`src/rtl/risc16_mem_arbiter.sv`:
```
// Arbitrates one single-ported synchronous memory between the risc16f fetch and data
// ports, with a one-entry posted write buffer, read forwarding and an I/O window.
module risc16_mem_arbiter #(
  parameter int                ADDR_W       = 16,
  parameter logic [ADDR_W-1:0] IO_BASE      = 16'h0200,
  parameter logic [ADDR_W-1:0] IO_MASK      = 16'hFF00,
  parameter int                STARVE_LIMIT = 4
) (
  input  logic              clk,
  input  logic              rst,
  input  logic              i_req,
  input  logic [ADDR_W-1:0] i_addr,
  output logic              i_gnt,
  output logic              i_rvalid,
  output logic [15:0]       i_rdata,
  input  logic              d_req,
  input  logic              d_we,
  input  logic [ADDR_W-1:0] d_addr,
  input  logic [15:0]       d_wdata,
  output logic              d_gnt,
  output logic              d_rvalid,
  output logic [15:0]       d_rdata,
  output logic              stall,
  output logic              mem_en,
  output logic              mem_we,
  output logic [ADDR_W-2:0] mem_addr,
  output logic [15:0]       mem_wdata,
  input  logic [15:0]       mem_rdata,
  output logic              io_en,
  output logic              io_we,
  output logic [7:0]        io_addr,
  output logic [15:0]       io_wdata,
  input  logic [15:0]       io_rdata
);

  localparam int SW = $clog2(STARVE_LIMIT + 1);

  typedef enum logic [2:0] {
    TAG_NONE,
    TAG_IMEM,
    TAG_DMEM,
    TAG_DIO,
    TAG_DFWD
  } tag_t;

  // A fetch can complete alongside a forwarded or I/O read, so each port has its own slot.
  tag_t i_tag;
  tag_t d_tag;

  logic              wbuf_v;
  logic [ADDR_W-2:0] wbuf_addr;
  logic [15:0]       wbuf_data;
  logic [15:0]       fwd_data;
  logic [15:0]       i_rdata_q;
  logic [15:0]       d_rdata_q;
  logic [SW-1:0]     starve_cnt;

  logic              live;
  logic [ADDR_W-2:0] i_word;
  logic [ADDR_W-2:0] d_word;
  logic              d_is_io;
  logic              fwd_hit;
  logic              d_mem_rd;
  logic              d_mem_wr;
  logic              starved;
  logic              s0, p1, p2, p3, p4;
  logic              drain;
  logic              wr_acc;
  logic              fwd_acc;
  logic              io_acc;

  assign live    = ~rst;
  assign i_word  = (ADDR_W-1)'(i_addr >> 1);
  assign d_word  = (ADDR_W-1)'(d_addr >> 1);
  assign d_is_io = ((d_addr & IO_MASK) == IO_BASE);
  assign starved = (starve_cnt == SW'(STARVE_LIMIT));

  always_comb begin
    fwd_hit  = d_req & ~d_we & ~d_is_io & wbuf_v & (d_word == wbuf_addr);
    d_mem_rd = d_req & ~d_we & ~d_is_io & ~fwd_hit;
    d_mem_wr = d_req & d_we & ~d_is_io;

    s0 = live & i_req & starved;
    p1 = live & ~s0 & d_mem_rd;
    p2 = live & ~s0 & ~p1 & wbuf_v & d_mem_wr;
    p3 = live & ~s0 & ~p1 & ~p2 & i_req;
    p4 = live & ~s0 & ~p1 & ~p2 & ~p3 & wbuf_v;
    drain = p2 | p4;

    wr_acc  = live & d_mem_wr & (~wbuf_v | drain);
    fwd_acc = live & fwd_hit;
    io_acc  = live & d_req & d_is_io & ~wbuf_v;

    i_gnt = s0 | p3;
    d_gnt = p1 | wr_acc | fwd_acc | io_acc;
    stall = (i_req & ~i_gnt) | (d_req & ~d_gnt);

    mem_en    = i_gnt | p1 | drain;
    mem_we    = drain;
    mem_wdata = wbuf_data;
    if (drain)
      mem_addr = wbuf_addr;
    else if (p1)
      mem_addr = d_word;
    else
      mem_addr = i_word;

    io_en    = io_acc;
    io_we    = io_acc & d_we;
    io_addr  = d_addr[7:0];
    io_wdata = d_wdata;
  end

  always_comb begin
    i_rvalid = live & (i_tag == TAG_IMEM);
    i_rdata  = i_rvalid ? mem_rdata : i_rdata_q;

    d_rvalid = live & (d_tag != TAG_NONE);
    d_rdata  = d_rdata_q;
    if (live) begin
      case (d_tag)
        TAG_DMEM: d_rdata = mem_rdata;
        TAG_DIO:  d_rdata = io_rdata;
        TAG_DFWD: d_rdata = fwd_data;
        default:  d_rdata = d_rdata_q;
      endcase
    end
  end

  always_ff @(posedge clk) begin
    if (rst) begin
      wbuf_v     <= 1'b0;
      wbuf_addr  <= '0;
      wbuf_data  <= '0;
      fwd_data   <= '0;
      i_rdata_q  <= '0;
      d_rdata_q  <= '0;
      starve_cnt <= '0;
      i_tag      <= TAG_NONE;
      d_tag      <= TAG_NONE;
    end else begin
      if (wr_acc) begin
        wbuf_v    <= 1'b1;
        wbuf_addr <= d_word;
        wbuf_data <= d_wdata;
      end else if (drain) begin
        wbuf_v <= 1'b0;
      end

      if (fwd_acc)
        fwd_data <= wbuf_data;

      i_rdata_q <= i_rdata;
      d_rdata_q <= d_rdata;

      i_tag <= i_gnt ? TAG_IMEM : TAG_NONE;

      if (p1)
        d_tag <= TAG_DMEM;
      else if (fwd_acc)
        d_tag <= TAG_DFWD;
      else if (io_acc & ~d_we)
        d_tag <= TAG_DIO;
      else
        d_tag <= TAG_NONE;

      if (~i_req | i_gnt)
        starve_cnt <= '0;
      else if (!starved)
        starve_cnt <= starve_cnt + 1'b1;
    end
  end

endmodule

```
`config.mk`:
```
export PLATFORM = sky130hd
export DESIGN_NAME = risc16_mem_arbiter
export DESIGN_NICKNAME = d
export VERILOG_FILES = /design/src/rtl/risc16_mem_arbiter.sv
export SDC_FILE = /design/constraint.sdc
export NUM_CORES = 1
export LEC_CHECK = 0
export CAP_MARGIN = 20
export CORE_ASPECT_RATIO = 0.7
export CORE_MARGIN = 2
export CORE_UTILIZATION = 40
export CTS_BUF_LIST = sky130_fd_sc_hd__clkbuf_8
export CTS_CLUSTER_DIAMETER = 100
export DETAILED_ROUTE_END_ITERATION = 10
export HOLD_SLACK_MARGIN = 0.12
export PLACE_DENSITY = 0.82
export SLEW_MARGIN = 40
export SYNTH_ARGS = -nofsm -noshare
export SYNTH_HDL_FRONTEND = slang
export SYNTH_SLANG_ARGS = --single-unit
export TNS_END_PERCENT = 30
```
`constraint.sdc`:
```
create_clock -name clk -period 2.1 [get_ports clk]
set_input_delay 0.21 -clock clk [delete_from_list [all_inputs] [get_ports clk]]
set_output_delay 0.21 -clock clk [all_outputs]
set_load 0.1 [all_outputs]
```
==> results of run 1 <==
layer usage:
metal / vias up / global-route usage (%) / share of wire [%]
met2: 217 / 46.4 / 50
met1: 2342 / 33.5 / 40
met3: 34 / 6.35 / 7.3
li1: 2274 / - / -
met5: - / 0 / 0
met4: 0 / 10.2 / 2.7
through the flow:
step	setup slack, ps	instances
floorplan	-748	559
global placement	-808	900
detailed placement	-743	900
CTS	-490	924
global route	-631	925
finish	-564	925
placed cells by master, fill, tap and decap left out, types with 8 or more instances in the layout:
cell,count
nor2_4,23
a21oi_1,33
dfxtp_1,78
xnor2_1,9
nor2b_1,16
clkdlybuf4s50_1,72
clkbuf_8,11
buf_4,93
buf_6,10
dfxtp_2,8
nand2_1,50
nand2b_1,33
nor2_2,12
buf_12,71
a22oi_1,16
a21oi_2,15
nor3_4,21
inv_1,9
mux2_2,16
o21ai_0,35
nor3_2,9
nor2_1,54
mux2i_1,16
state kept, by name (all words and copies together), names as in the netlist:
register,cells
d_rdata_q,16
wbuf_addr,15
mem_wdata,16
fwd_data,16
starve_cnt,3
i_rdata_q,16
i_tag,1
d_tag,3
wbuf_v,1
area by class of cell:
type,count,area [um^2]
inverter,9,36.3
clock inverter,5,57.6
fill,702,2650
multi-input combinational,401,3010
clock buffer,11,151
tap,153,191
timing repair buffer,259,3120
sequential,87,1760
worst register-to-register path, delay by kind of cell (launching register included):
family | cells | cell delay, ps
compound gates | 1 | 260
flops | 1 | 340
buf+inv | 3 | 490
xor+xnor | 1 | 230
simple gates | 4 | 760
cell families after synthesis:
family | Yosys count | share of synthesized area (%)
compound gates | 111 | 14.1
xor+xnor | 15 | 2.92
fa+ha+maj | 2 | 0.557
buf+inv | 71 | 9.21
flops | 87 | 38.7
mux | 32 | 7.57
simple gates | 241 | 26.9
worst max path at each step:
stage	start	cells after the start	slack, ps	end
2_1_floorplan	wbuf_addr[4]$_SDFFE_PP0P_	6	-750	stall
3_3_place_gp	d_addr[9]	9	-810	mem_addr[3]
3_5_place_dp	d_addr[9]	9	-740	mem_addr[13]
4_1_cts	wbuf_addr[2]$_SDFFE_PP0P_	8	-490	d_gnt
5_1_grt	wbuf_addr[4]$_SDFFE_PP0P_	8	-630	d_gnt
6_report	d_addr[4]	11	-560	mem_addr[13]
synth_stat cells (2+ instances only):
master	number	area [um^2]
buf_2	2	10.0
a22oi_1	16	120
nor3_2	9	90.1
o21ai_0	36	180
nand4_1	4	25.0
nand2b_1	33	206
mux2i_1	16	160
ha_1	2	25.0
buf_12	2	40.0
and2_1	2	12.5
dfxtp_1	87	1740
buf_6	2	22.5
a21oi_1	50	250
nor2b_1	18	113
nor2_1	88	330
mux2_2	16	180
nand2_1	50	188
nor3_1	26	130
xnor2_1	15	131
inv_1	9	33.8
buf_4	26	195
clkbuf_1	29	109
power groups by stage:
stage          Combinational [mW]  Sequential (mW)  Clock, mW
6_report                     1.99             1.75       1.23
5_1_grt                      2.05             1.75       1.31
4_1_cts                      1.95             1.74       1.25
3_5_place_dp                 1.87             1.78          0
3_3_place_gp                 1.84             1.78          0
2_1_floorplan                1.04             1.89          0
repair_timing:
item                       in CTS  in global routing
setup endpoints to repair      71                 53
resized for setup              94                 21
setup buffers                   5                  2
cloned                          3                  0
hold buffers                    0                  0
pin swaps                      28                  9
==> results.json, run 1 <==
{
  "outcome": "finished, violations left",
  "fin_setup_tns_ps": -10740,
  "r2r_cells": 9,
  "fin_skew_ps": 12.0,
  "portBuffers": 177,
  "fmax_mhz": 375,
  "clk_pin_slew_worst_paths_ps": 90,
  "coreArea_um2": 11000,
  "critPathCaptureType": "primary output",
  "finalSetupViolations": 37,
  "reg2reg_setup_slack_ps": -40,
  "synthArstFlopShare_pct": 0,
  "grt_pass1_vias": 4958,
  "whs_path_depth": 3,
  "ir_drop_mv": 0.453,
  "fin_nets": 854,
  "drt_iter0_markers": 371,
  "synth_edf_count": 0,
  "drc": 0,
  "power.total_mw": 4.96,
  "grt_setup_unrepaired": "yes",
  "combPwrFrac_pct": 40.1,
  "max_stage_delay_ps": 460,
  "hold_viol": 0,
  "start_kind": "primary input",
  "grt_util_all_layers_pct": 27.2,
  "initial_core_util_pct": 41.0,
  "cap_viol_max_count": 0,
  "fp.dieArea_um2": 12100,
  "hold_ws_ps": 337,
  "num_rows": 32,
  "finalCritPeriodShare_pct": 127,
  "fin_crit_ps": 2660,
  "grt_max_degree": 63,
  "grt.overflow.total": 0,
  "ys_seq_area_share_pct": 38.7,
  "io_pins": 181,
  "hpwl_um": 11400,
  "leakage_nw": 3.39,
  "critPathMaxFanout": 16,
  "syn-num-nets": 646,
  "cts_root_buffer": "clkbuf_8",
  "first_pass_iters": 5,
  "worstReg2RegEnd": "i_tag[0]$_SDFF_PP0_",
  "p_sw_mw": 1.90,
  "tightest_slew_ps": 553,
  "drive_above_1_share_pct": 42.4,
  "cp_num_buf_inv": 5,
  "final_area_um2": 8320,
  "fin_ws_ps": -564,
  "crit_type": "primary input to primary output",
  "netlist_area_um2": 4500,
  "syn_inst": 559,
  "hp-start": "d_addr[11]",
  "cp_top_family": "buffers and inverters",
  "grt_pass1_wl_um": 25600,
  "clk_latency_ps": 360,
  "syn_avg_cell_area_um2": 8.04,
  "wl_um": 16700,
  "p_sw_share_pct": 38.3,
  "slew_violations": 0,
  "min_path_type": "primary input to register",
  "p_seq_share_pct": 35.2,
  "p_per_area_nw_per_um2": 596,
  "viasPerCell": 5.26,
  "cts_buffers": 9,
  "die_height_um": 92.7,
  "gp_congestion": 0.910,
  "cts.htree.levels": 3,
  "clockBufferDepth": 2,
  "drtAntennaViolNets": 0,
  "final_core_util_pct": 75.9,
  "synthFlopType": "dfxtp_1",
  "wire_per_inst_um": 18.0,
  "cts_tree": "built",
  "ys_ff_latch": 87,
  "holdPathEnd": "wbuf_addr[10]$_SDFFE_PP0P_",
  "worstReg2RegStart": "wbuf_addr[3]$_SDFFE_PP0P_",
  "cp_data_arrival_time_ps": 2450,
  "cp_data_required_time_ps": 1890,
  "dieWidth_um": 131,
  "placed_area_um2": 7570,
  "slowest_stage": "clkdlybuf4s50_1",
  "yosys_warnings": 0,
  "crit_chain": "clkdlybuf4s50_1 > xnor2_1 > nand4_1 > nor4_4 > buf_4 > nor3b_4 > buf_12 > nor3_4 > buf_6 > nor3_4 > buf_12",
  "clock_sinks": 87,
  "violations": "setup timing",
  "p_int_mw": 3.06,
  "relSlewSlack_pct": 63.1,
  "synth_cell_types": 43,
  "vias": 4867,
  "area_growth_pct": 85.2,
  "clkPwrFrac_pct": 24.8,
  "antenna_found_initial": 0,
  "antennaDiodeCount": 0
}
No activity file was read; power rests on OpenSTA's default activity.
==> inputs of run 2 (changes only) <==
CORE_UTILIZATION = 45   (was 40)
PLACE_DENSITY = 0.9   (was 0.82)
==> run 2 against run 1 <==
- the flow still finishes with violations (setup timing)
- critical path depth unchanged
- die area down 11%
- critical endpoint is now stall
- non-clock buffer count down 4
- sequential power about the same
- largest cell class unchanged
- design area up 1.0%
==> results.json, run 2 (same netlist as run 1, synthesis figures left out) <==
{
  "clk_pin_slew_worst_paths_ps": 80,
  "vias": 5158,
  "clockBufferDepth": 2,
  "relSlewSlack_pct": 59.9,
  "leakage_nw": 3.43,
  "drtAntennaViolNets": 0,
  "final_core_util_pct": 86.5,
  "final_common_cell": "buf_4",
  "crit_top_cell": "buf_4",
  "worstReg2RegStart": "wbuf_addr[11]$_SDFFE_PP0P_",
  "fin_ws_ps": -630,
  "io_pins": 181,
  "die_height_um": 87.6,
  "dpl_worst_slack_ps": -768,
  "hold_viol": 0,
  "drive_above_1_share_pct": 42.6,
  "grt_pass1_vias": 5251,
  "fin_skew_ps": 14.1,
  "cp_data_arrival_time_ps": 2520,
  "antenna_found_initial": 0,
  "slew_violations": 0,
  "fp.dieArea_um2": 10800,
  "grt_max_degree": 91,
  "hpwl_um": 11700,
  "critPathMaxFanout": 4,
  "crit_type": "primary input to primary output",
  "num_rows": 30,
  "critPathCaptureType": "primary output",
  "drc": 0,
  "hp-start": "d_addr[14]",
  "postCtsHoldBufs": 0,
  "finalSetupViolations": 33,
  "viasPerCell": 5.74,
  "wl_um": 19700,
  "slowest_stage": "or4b_4",
  "initial_core_util_pct": 46.2,
  "fin_nets": 852,
  "p_per_area_nw_per_um2": 596,
  "hold_ws_ps": 358,
  "fin_crit_ps": 2730,
  "violations": "setup timing",
  "wire_per_inst_um": 21.9,
  "gp_congestion": 0.929,
  "coreArea_um2": 9720,
  "grt.overflow.total": 0,
  "final_cell_mix": "79 x buf_4, 76 x buf_12, 75 x dfxtp_1",
  "clock_sinks": 87,
  "final_area_um2": 8410,
  "area_growth_pct": 87.1,
  "grt_pass1_wl_um": 28200,
  "fin_setup_tns_ps": -11330,
  "finalCritPeriodShare_pct": 130,
  "r2r_cells": 11,
  "dieWidth_um": 123,
  "first_pass_iters": 5,
  "cts_root_buffer": "clkbuf_8",
  "portBuffers": 177,
  "clk_latency_ps": 370,
  "cp_data_required_time_ps": 1890,
  "max_stage_delay_ps": 600,
  "cap_viol_max_count": 0,
  "grt_setup_unrepaired": "yes",
  "ir_drop_mv": 0.508,
  "placed_area_um2": 7480,
  "worstReg2RegEnd": "fwd_data[11]$_SDFFE_PP0P_",
  "whs_path_depth": 3,
  "reg2reg_setup_slack_ps": -60,
  "start_kind": "primary input",
  "min_path_type": "primary input to register",
  "fmax_mhz": 366,
  "grt_util_all_layers_pct": 34.6,
  "cts_tree": "built",
  "holdPathEnd": "wbuf_addr[13]$_SDFFE_PP0P_",
  "crit_chain": "clkdlybuf4s15_1 > or4b_4 > buf_6 > o211ai_4 > buf_4 > buf_4 > nor2_4 > inv_1 > o311ai_4 > o22ai_4 > buf_12",
  "cts_buffers": 9,
  "drt_iter0_markers": 472,
  "tightest_slew_ps": 595,
  "cts.htree.levels": 3,
  "outcome": "finished, violations left"
}
-- run 2: cell count changes in the layout (fill, tap and decap cells not counted), sizes merged --
cell,delta
buf,-4
dlygate4sd2,+2
diode,+1
clkdlybuf4s50,-1
o21ai,+2
inv,+1
clkinvlp,-2
clkinv,+2
clkbuf,-1
clkdlybuf4s15,-1
-- run 2: report_power, final --
part	switching [mW]	total, mW	internal, mW
Combinational	1.28	2.03	0.749
Clock	0.647	1.24	0.589
Sequential	0.0465	1.75	1.71
Total	1.97	5.02	3.04
-- run 2: layer usage --
| layer | GRT usage, % | up-vias | part of all wire [%] |
|---|---|---|---|
| met5 | 0 | - | 0 |
| met4 | 19.4 | 0 | 6.0 |
| met3 | 8.27 | 94 | 8.6 |
| met1 | 39.1 | 2466 | 36 |
| met2 | 60.2 | 328 | 50 |
| li1 | - | 2270 | - |
-- run 2: critical path: cells and delay by family --
kind                   cells  cell delay, ps
AOI/OAI and AO/OA          3             630
buffers and inverters      6            1020
and+or+nand+nor            2             650
-- run 2: per-stage QoR --
stage	power, mW	cells
final	5.02	899
after global placement	3.60	863
after detailed placement	3.64	863
after CTS	4.95	895
after global routing	5.14	898
after floorplan	2.93	559
-- run 2: final cells by class --
type	instances	area [um^2]
diodes	1	2.50
clock buffers	10	138
clock inverters	6	66.3
fillers	433	1310
inverters	9	33.8
multi-input cells	403	3080
flip-flops and latches	87	1760
well taps	128	160
repair buffers	255	3170
-- run 2: what timing repair did --
item	4_1_cts	5_1_grt
endpoints found under the hold margin	0	0
setup buffers	12	3
pin swaps	37	9
gates resized for setup	108	18
setup endpoints to repair	86	47
cloned	5	0
-- run 2: worst max path at each step --
stage	endpoint	cells after the start	slack, ps	from
2_1_floorplan	stall	6	-750	wbuf_addr[4]$_SDFFE_PP0P_
3_3_place_gp	mem_addr[0]	8	-750	d_addr[14]
3_5_place_dp	stall	9	-770	d_addr[11]
4_1_cts	mem_addr[14]	10	-480	wbuf_addr[11]$_SDFFE_PP0P_
5_1_grt	stall	11	-670	d_addr[14]
6_report	stall	11	-630	d_addr[14]
